## src/rtl/ir_fusion_filt.sv

```systemverilog
// Windowed IR wall-centering filter: averages 2^AVG_SHIFT left/right pairs, forms a P+D
// correction and adds it to the desired heading. IR_FUSION_SAT_EN clamps the output instead of wrapping.
module ir_fusion_filt #(
    parameter int              IR_W      = 12,
    parameter int              HDNG_W    = 12,
    parameter logic [IR_W-1:0] NOM_IR    = 12'h970,
    parameter int              AVG_SHIFT = 2,
    parameter int              P_SHIFT   = 5,
    parameter int              D_SHIFT   = 2
) (
    input  logic                     clk,
    input  logic                     rst,
    input  logic                     ir_vld,
    input  logic [IR_W-1:0]          lft_IR,
    input  logic [IR_W-1:0]          rght_IR,
    input  logic                     lft_opn,
    input  logic                     rght_opn,
    input  logic                     en_fusion,
    input  logic signed [HDNG_W-1:0] dsrd_hdng,
    output logic signed [HDNG_W-1:0] dsrd_hdng_adj,
    output logic                     adj_vld,
    output logic                     busy
);

    localparam int ACC_W = IR_W + AVG_SHIFT;
    localparam int CNT_W = AVG_SHIFT + 1;
    localparam int ERR_W = IR_W + 1;
    localparam int D_W   = IR_W + 2;
    localparam int DT_W  = 9 + D_SHIFT;
    localparam int C_W   = HDNG_W + 2;
    localparam logic [CNT_W-1:0]  LAST_CNT = CNT_W'((1 << AVG_SHIFT) - 1);
    localparam logic signed [8:0] DS_MAX   = 9'h0FF;
    localparam logic signed [8:0] DS_MIN   = 9'h100;

    typedef enum logic [1:0] {IDLE, CALC, DTERM, SUM} state_t;

    state_t                   state;
    logic [ACC_W-1:0]         lft_acc, rght_acc;
    logic [CNT_W-1:0]         cnt;
    logic                     lo_lat, ro_lat, prev_lo, prev_ro, first;
    logic signed [ERR_W-1:0]  err, prev_err;
    logic signed [DT_W-1:0]   dterm;

    logic [IR_W-1:0]          l_avg, r_avg;
    logic signed [ERR_W-1:0]  l_ext, r_ext, nom_ext, err_nxt;
    logic signed [D_W-1:0]    d_raw;
    logic signed [8:0]        d_sat;
    logic signed [DT_W-1:0]   dterm_nxt;
    logic signed [C_W-1:0]    p_ext, corr, hsum;
    logic signed [HDNG_W-1:0] hdng_res;

    // NOTE: every always_comb output gets a default first so no path can infer a latch.
    always_comb begin
        l_avg   = lft_acc[ACC_W-1:AVG_SHIFT];
        r_avg   = rght_acc[ACC_W-1:AVG_SHIFT];
        l_ext   = $signed({1'b0, l_avg});
        r_ext   = $signed({1'b0, r_avg});
        nom_ext = $signed({1'b0, NOM_IR});
        err_nxt = '0;
        unique case ({lo_lat, ro_lat})
            2'b11:   err_nxt = '0;
            2'b10:   err_nxt = nom_ext - r_ext;
            2'b01:   err_nxt = l_ext - nom_ext;
            default: err_nxt = (l_ext - r_ext) >>> 1;
        endcase
    end

    // The derivative is meaningless across a wall appearing/vanishing or on the very first window.
    always_comb begin
        d_raw = D_W'(err) - D_W'(prev_err);
        if (first || (lo_lat != prev_lo) || (ro_lat != prev_ro))
            d_raw = '0;
        if (d_raw > D_W'(DS_MAX))
            d_sat = DS_MAX;
        else if (d_raw < D_W'(DS_MIN))
            d_sat = DS_MIN;
        else
            d_sat = 9'(d_raw);
        dterm_nxt = DT_W'(d_sat) <<< D_SHIFT;
    end

    always_comb begin
        p_ext = C_W'(err) >>> P_SHIFT;
        corr  = (p_ext + C_W'(dterm)) >>> 1;
        hsum  = C_W'(dsrd_hdng) + corr;
`ifdef IR_FUSION_SAT_EN
        if (hsum > C_W'($signed({1'b0, {(HDNG_W-1){1'b1}}})))
            hdng_res = {1'b0, {(HDNG_W-1){1'b1}}};
        else if (hsum < C_W'($signed({1'b1, {(HDNG_W-1){1'b0}}})))
            hdng_res = {1'b1, {(HDNG_W-1){1'b0}}};
        else
            hdng_res = HDNG_W'(hsum);
`else
        hdng_res = HDNG_W'(hsum);
`endif
    end

    // NOTE: sequential state uses non-blocking assignments so every register sees pre-edge values.
    always_ff @(posedge clk or posedge rst) begin
        if (rst) begin
            state         <= IDLE;
            lft_acc       <= '0;
            rght_acc      <= '0;
            cnt           <= '0;
            lo_lat        <= 1'b0;
            ro_lat        <= 1'b0;
            prev_lo       <= 1'b0;
            prev_ro       <= 1'b0;
            first         <= 1'b1;
            err           <= '0;
            prev_err      <= '0;
            dterm         <= '0;
            dsrd_hdng_adj <= '0;
            adj_vld       <= 1'b0;
            busy          <= 1'b0;
        end else begin
            adj_vld <= 1'b0;
            unique case (state)
                IDLE: begin
                    if (ir_vld) begin
                        lft_acc  <= lft_acc + ACC_W'(lft_IR);
                        rght_acc <= rght_acc + ACC_W'(rght_IR);
                        if (cnt == LAST_CNT) begin
                            lo_lat <= lft_opn;
                            ro_lat <= rght_opn;
                            busy   <= 1'b1;
                            state  <= CALC;
                        end else begin
                            cnt <= cnt + 1'b1;
                        end
                    end
                end
                CALC: begin
                    err      <= err_nxt;
                    lft_acc  <= '0;
                    rght_acc <= '0;
                    cnt      <= '0;
                    state    <= DTERM;
                end
                DTERM: begin
                    dterm    <= dterm_nxt;
                    prev_err <= err;
                    prev_lo  <= lo_lat;
                    prev_ro  <= ro_lat;
                    first    <= 1'b0;
                    state    <= SUM;
                end
                SUM: begin
                    dsrd_hdng_adj <= en_fusion ? hdng_res : dsrd_hdng;
                    adj_vld       <= 1'b1;
                    busy          <= 1'b0;
                    state         <= IDLE;
                end
                default: state <= IDLE;
            endcase
        end
    end

endmodule

```

## config.mk

```make
export PLATFORM = sky130hd
export DESIGN_NAME = ir_fusion_filt
export DESIGN_NICKNAME = d
export VERILOG_FILES = /design/src/rtl/ir_fusion_filt.sv
export SDC_FILE = /design/constraint.sdc
export NUM_CORES = 1
export LEC_CHECK = 0
export CAP_MARGIN = 10
export CORE_MARGIN = 2
export CORE_UTILIZATION = 40
export DETAILED_ROUTE_END_ITERATION = 8
export PLACE_DENSITY = 0.55
export SLEW_MARGIN = 20
export SYNTH_ARGS = -nofsm -noshare
export SYNTH_HDL_FRONTEND = slang
export SYNTH_SLANG_ARGS = --single-unit
```

## constraint.sdc

```tcl
create_clock -name clk -period 5.1 [get_ports clk]
set_clock_uncertainty 0.2 [all_clocks]
set_input_delay 1.275 -clock clk [delete_from_list [all_inputs] [get_ports clk]]
set_output_delay 1.275 -clock clk [all_outputs]
set_load 0.01 [all_outputs]
```

=== After elaboration in Yosys (flattened, before gate mapping) ===
Index checks and enable logic that the tools add are counted.

* Bits of input ports: 42
* Word-level logic and storage cells: 67
* Output and inout bits: 14
* Bits in registers: 87

* Eq/ne operators: 12
* Magnitude comparators: 2
* Mux-type cells: 19
* $add $sub $neg: 9
* Reductions and logical operators: 10

{| class="wikitable"
|+ Operators by type and width
! kind !! count
|-
| $pmux 14 s2 || 2
|-
| $mux 14 || 3
|-
| $pmux 13 s3 || 1
|-
| $add 14x12->14 || 2
|-
| $mux 9 || 2
|-
| $gt 14x9->1 const B || 1
|-
| $lt 14x9->1 const B || 1
|-
| $sub 13x13->14 || 1
|-
| $sub 12x12->13 || 1
|-
| $sub 12x12->13 const A || 1
|-
| $sub 12x12->13 const B || 1
|-
| $add 12x11->12 || 1
|-
| $add 8x11->12 || 1
|-
| $mux 12 || 1
|-
| $reduce_and 3->1 || 3
|-
| $eq 2x2->1 const B || 4
|-
| $pmux 2 s4 || 1
|-
| $mux 3 || 2
|-
| $ne 2x2->1 const B || 3
|-
| $pmux 3 s2 || 1
|-
| $eq 2x1->1 const B || 2
|-
| $mux 2 || 2
|-
| $reduce_and 2->1 || 2
|-
| $reduce_bool 2->1 || 2
|-
| 7 further kinds || 11
|}

=== Logic depth before layout (Yosys ltp) ===
* Depth after elaboration: 7
* Depth in mapped cells: 17
* Mapped depth without buffers: 17

=== Worst setup path before layout ===
No wires, ideal clock.

* Kind: input -> register
* Start: in lft_IR[0]
* End: reg lft_acc[12]
* Slack: 1.442 ns
* Path buffers: 0
* Data arrival time: 3.339 ns
* Data required time: 4.781 ns
* Setup time: 0.119 ns
* Stages: 10
* Cell sequence: ha_1 > fa_1 > a21o_1 > a21oi_1 > o21bai_1 > a2111oi_2 > o31ai_1 > o31ai_1 > xor2_1 > nor2_1

* Word-level cells in the longest chain between the ends: 3

{| class="wikitable"
|+ RTL lines
! item !! line !! source
|-
| start, declared || 14 || <nowiki>input logic [IR_W-1:0] lft_IR,</nowiki>
|-
| $add 14x12->14 || 121 || <nowiki>lft_acc <= lft_acc + ACC_W'(lft_IR);</nowiki>
|-
| $mux 14 || 120 || <nowiki>if (ir_vld) begin</nowiki>
|-
| $pmux 14 s2 || 118 || <nowiki>unique case (state)</nowiki>
|-
| end signal, assigned || 121 ||
|-
| end, declared || 38 || <nowiki>logic [ACC_W-1:0] lft_acc, rght_acc;</nowiki>
|}

No other way between the ends. The select of a mux whose other input is x is not followed.
A chain may end at the register's enable or synchronous reset.

=== Worst setup path in the final report ===
* Start: in dsrd_hdng[1]
* End: reg dsrd_hdng_adj[11]

* Word-level cells in the longest chain between the ends: 2

{| class="wikitable"
|+ RTL lines
! item !! line !! source
|-
| start, declared || 19 || <nowiki>input logic signed [HDNG_W-1:0] dsrd_hdng,</nowiki>
|-
| $add 12x11->12 || 85 || <nowiki>hsum = C_W'(dsrd_hdng) + corr;</nowiki>
|-
| $mux 12 || 149 || <nowiki>dsrd_hdng_adj <= en_fusion ? hdng_res : dsrd_hdng;</nowiki>
|-
| end signal, assigned || 149 ||
|-
| end, declared || 20 || <nowiki>output logic signed [HDNG_W-1:0] dsrd_hdng_adj,</nowiki>
|}

No other way between the ends.

==> reports/results.tsv <==
metric	value	unit
run status	finished clean	
chip height	136	um
Routed WL per cell	15.2	um
CP max stage cell	clkdlybuf4s50_1	
met2 Use GR	0.329	
vias per inst	5.47	
Post-DP Area	0.00776	mm2
CP endpoint kind	flip-flop	
power per cell area	810	mW/mm2
Syn Inst Count	799	
cell row count	48	
worst hold-check path type	flip-flop to flip-flop	
Crit Path Class	input port to flip-flop	
Reg power frac	0.197	
CTS tree	yes	
Post-CTS Resized	0	
Final Cell Area	0.00806	mm2
pre-CTS setup slack	0.740	ns
Slew @ Worst Pin	0.842	ns
Pins Over Slew Limit	0	
final setup margin	1.09	ns
Critical Path RT	5.12	ns
number of synthesized flops with an enable pin	0	
worst hold start	busy$_DFFE_PP0P_	
cell taking the most area after synthesis	dfrtp_1	
I/O pin cnt	56	
DP HPWL	12.8	mm
register area share after synthesis	0.313	
gpl congestion	0.839	
layer with the highest usage	met2	
vias in the first global route	5856	
crit path launch type	input port	
final hold vios	0	
DP Cell Count	1064	
RR Startpoint	err[7]$_DFFE_PP0P_	
period utilisation layout	0.787	
Comb pwr share	0.701	
first-iteration detailed-routing DRC count	231	
Final Non-Filler Cells	1080	
H-tree levels	3	
WHS Endpoint	busy$_DFFE_PP0P_	
Post-Syn Area per Cell	8.71	um2
max-cap violations	0	
max_slew headroom	0.436	
static leakage	3.55	nW
CTS Hold Buffers Added	0	
YS warnings	0	
Buf/Inv on CP	1	
flop2flop setup slack	1.18	ns
Setup Fix Bufs, Post-CTS	0	
register bit total from synthesis	87	
CTS buffer count	9	
drt first pass iters	7	
total global-route track usage	0.188	
critical path data arrival time	4.03	ns
fin crit period	4.01	ns
routed via count	5903	
Sw Share	0.470	
synth-to-layout area growth	15.8	%
most frequent cells in the layout	dfrtp_1, ha_1, nand2_1, nor2_1, a21oi_1	
pin count of the biggest net entering global routing	57	
first-pass GRT wire length	27.8	mm
Post-synth ARST share	1.00	
Port Buffers	55	
layout cells sized above 1	0.0596	
Clock power frac	0.102	
footprint of the multi-input gates	0.00449	mm2
Congestion Overflow GR	0	
CTS clock-pin slew for the worst setup and hold paths	0.07	ns
Die ar.	0.0185	mm2
clk buf depth	2	
RSZ-0062 raised after global routing	no	
Root Buffer	clkbuf_16	
Fin Hold WS	0.275	ns
post-synthesis cell type count	59	
final setup fails	0	
Detail Route Antenna Nets	0	
CP cell instances	clkdlybuf4s50_1 > ha_1 > a21o_1 > a21o_1 > a2111oi_4 > o31ai_1 > o41a_1 > and3b_1 > a2111oi_1 > nand2_1	
Int Pwr	3.46	mW
FF-to-FF path depth	16	
family with the most delay on the worst path	compound AO/OA/AOI/OAI gates	
NetSw	3.07	mW
TritonCTS Sinks	87	
most common cell after layout, fill and taps aside	dfrtp_1	
Placeable Area	0.0172	mm2
Max IR drop VDD	404	uV
Hold Path Depth	2	
met3 usage in global routing	0.0227	
antenna cells	0	
initial antenna violation count	0	
max incr delay on CP	0.48	ns
# nets final	974	
ys flop type	dfrtp_1	
RR Endpoint	dsrd_hdng_adj[11]$_DFFE_PP0P_	
Register Area	0.00218	mm2
Die Wd	136	um
Net Count, Synth	923	
Post-Route WL	16.4	mm
cell repeated most along the worst path	a21o_1	
top post-synthesis cells by area	dfrtp_1, ha_1, xnor2_1	
DR DRC count	0	
Mapped Area	0.00696	mm2
met1 usage in global routing	0.238	
clk_lat worst skew	0.35	ns
area share of the largest cell type after synthesis	0.309	
Max Clk Rate	249	MHz
Initial Util	0.405	
setup_tns	0	ns
CP Max Fanout	4	
fill count	1677	
layer usage:
layer | wire, um | vias up
met5 | 0 | -
met4 | 252 | 0
met3 | 388 | 17
met2 | 8060 | 85
met1 | 7720 | 2834
li1 | - | 2967
cells in the mapped netlist, drive strengths merged, types with 4 or more instances:
master    n
ha       76
xor2     20
a22o     14
a22oi     4
a21oi    66
a2111oi   5
fa        6
nor3     17
nor3b     5
nand2    66
nor2     66
mux2      7
o31ai    13
o21a      6
xnor2    44
dfrtp    86
clkbuf   19
o21bai   11
nand2b    8
o211ai    5
a31oi    12
nor2b    14
or2      11
nand3    15
a21o     15
buf       4
inv      54
or3       4
o21ai    57
and2      6
o22ai    13
mux2i    12
power groups by stage:
| stage | clock [mW] | combinational [mW] | sequential, mW |
|---|---|---|---|
| after global routing | 0.712 | 5.17 | 1.33 |
| final | 0.667 | 4.58 | 1.28 |
| after floorplan | 0 | 3.62 | 1.22 |
| after global placement | 0 | 4.46 | 1.29 |
| after detailed placement | 0 | 4.56 | 1.30 |
| after CTS | 0.687 | 4.60 | 1.29 |
flip-flops by register name, summed over array words and instances (netlist names), 2 cells and up:
signal / flops
cnt: 3
prev_err: 13
lft_acc: 14
dterm: 9
rght_acc: 14
err: 13
dsrd_hdng_adj: 12
state: 2
worst min-delay path, stage by stage, from the launching register on:
cell,delay (ns)
dfrtp_1,0.34
nand2_1,0.05
o31ai_1,0.05
logic make-up (layout without fill, tap and decap cells):
group / count (synthesis) / count (layout) / share of synthesized area
AO/OA/AOI/OAI: 247 / 247 / 0.232
XOR/XNOR: 64 / 64 / 0.0806
buffers and inverters: 77 / 133 / 0.0415
flip-flops: 87 / 87 / 0.313
AND/OR/NAND/NOR: 223 / 223 / 0.150
multiplexers: 19 / 19 / 0.0286
adder cells (fa/ha/maj): 82 / 82 / 0.154
layout make-up:
class | instances | share of cell area
clock buffer | 10 | 0.0284
clock inverter | 6 | 0.00761
inverter | 54 | 0.0255
multi-input combinational | 635 | 0.557
sequential | 87 | 0.270
tap | 225 | 0.0349
timing repair buffer | 63 | 0.0758
worst max-delay path by stage:
| stage | start | end | slack (ns) | cells past startpoint |
|---|---|---|---|---|
| finish | dsrd_hdng[1] | dsrd_hdng_adj[11]$_DFFE_PP0P_ | 1.09 | 10 |
| global route | dsrd_hdng[0] | dsrd_hdng_adj[8]$_DFFE_PP0P_ | 0.79 | 11 |
| floorplan | rst | adj_vld$_DFF_PP0_ | 1.38 | 1 |
| global placement | lft_IR[0] | lft_acc[12]$_DFFE_PP0P_ | 0.79 | 11 |
| CTS | dsrd_hdng[1] | dsrd_hdng_adj[11]$_DFFE_PP0P_ | 1.10 | 10 |
| detailed placement | dsrd_hdng[1] | dsrd_hdng_adj[11]$_DFFE_PP0P_ | 0.74 | 10 |
through the flow:
stage	total power [mW]	util
floorplan	4.84	-
global placement	5.75	0.452
detailed placement	5.86	0.452
CTS	6.57	0.469
global route	7.22	0.469
finish	6.53	0.469
(Power assumes the default switching activity.)
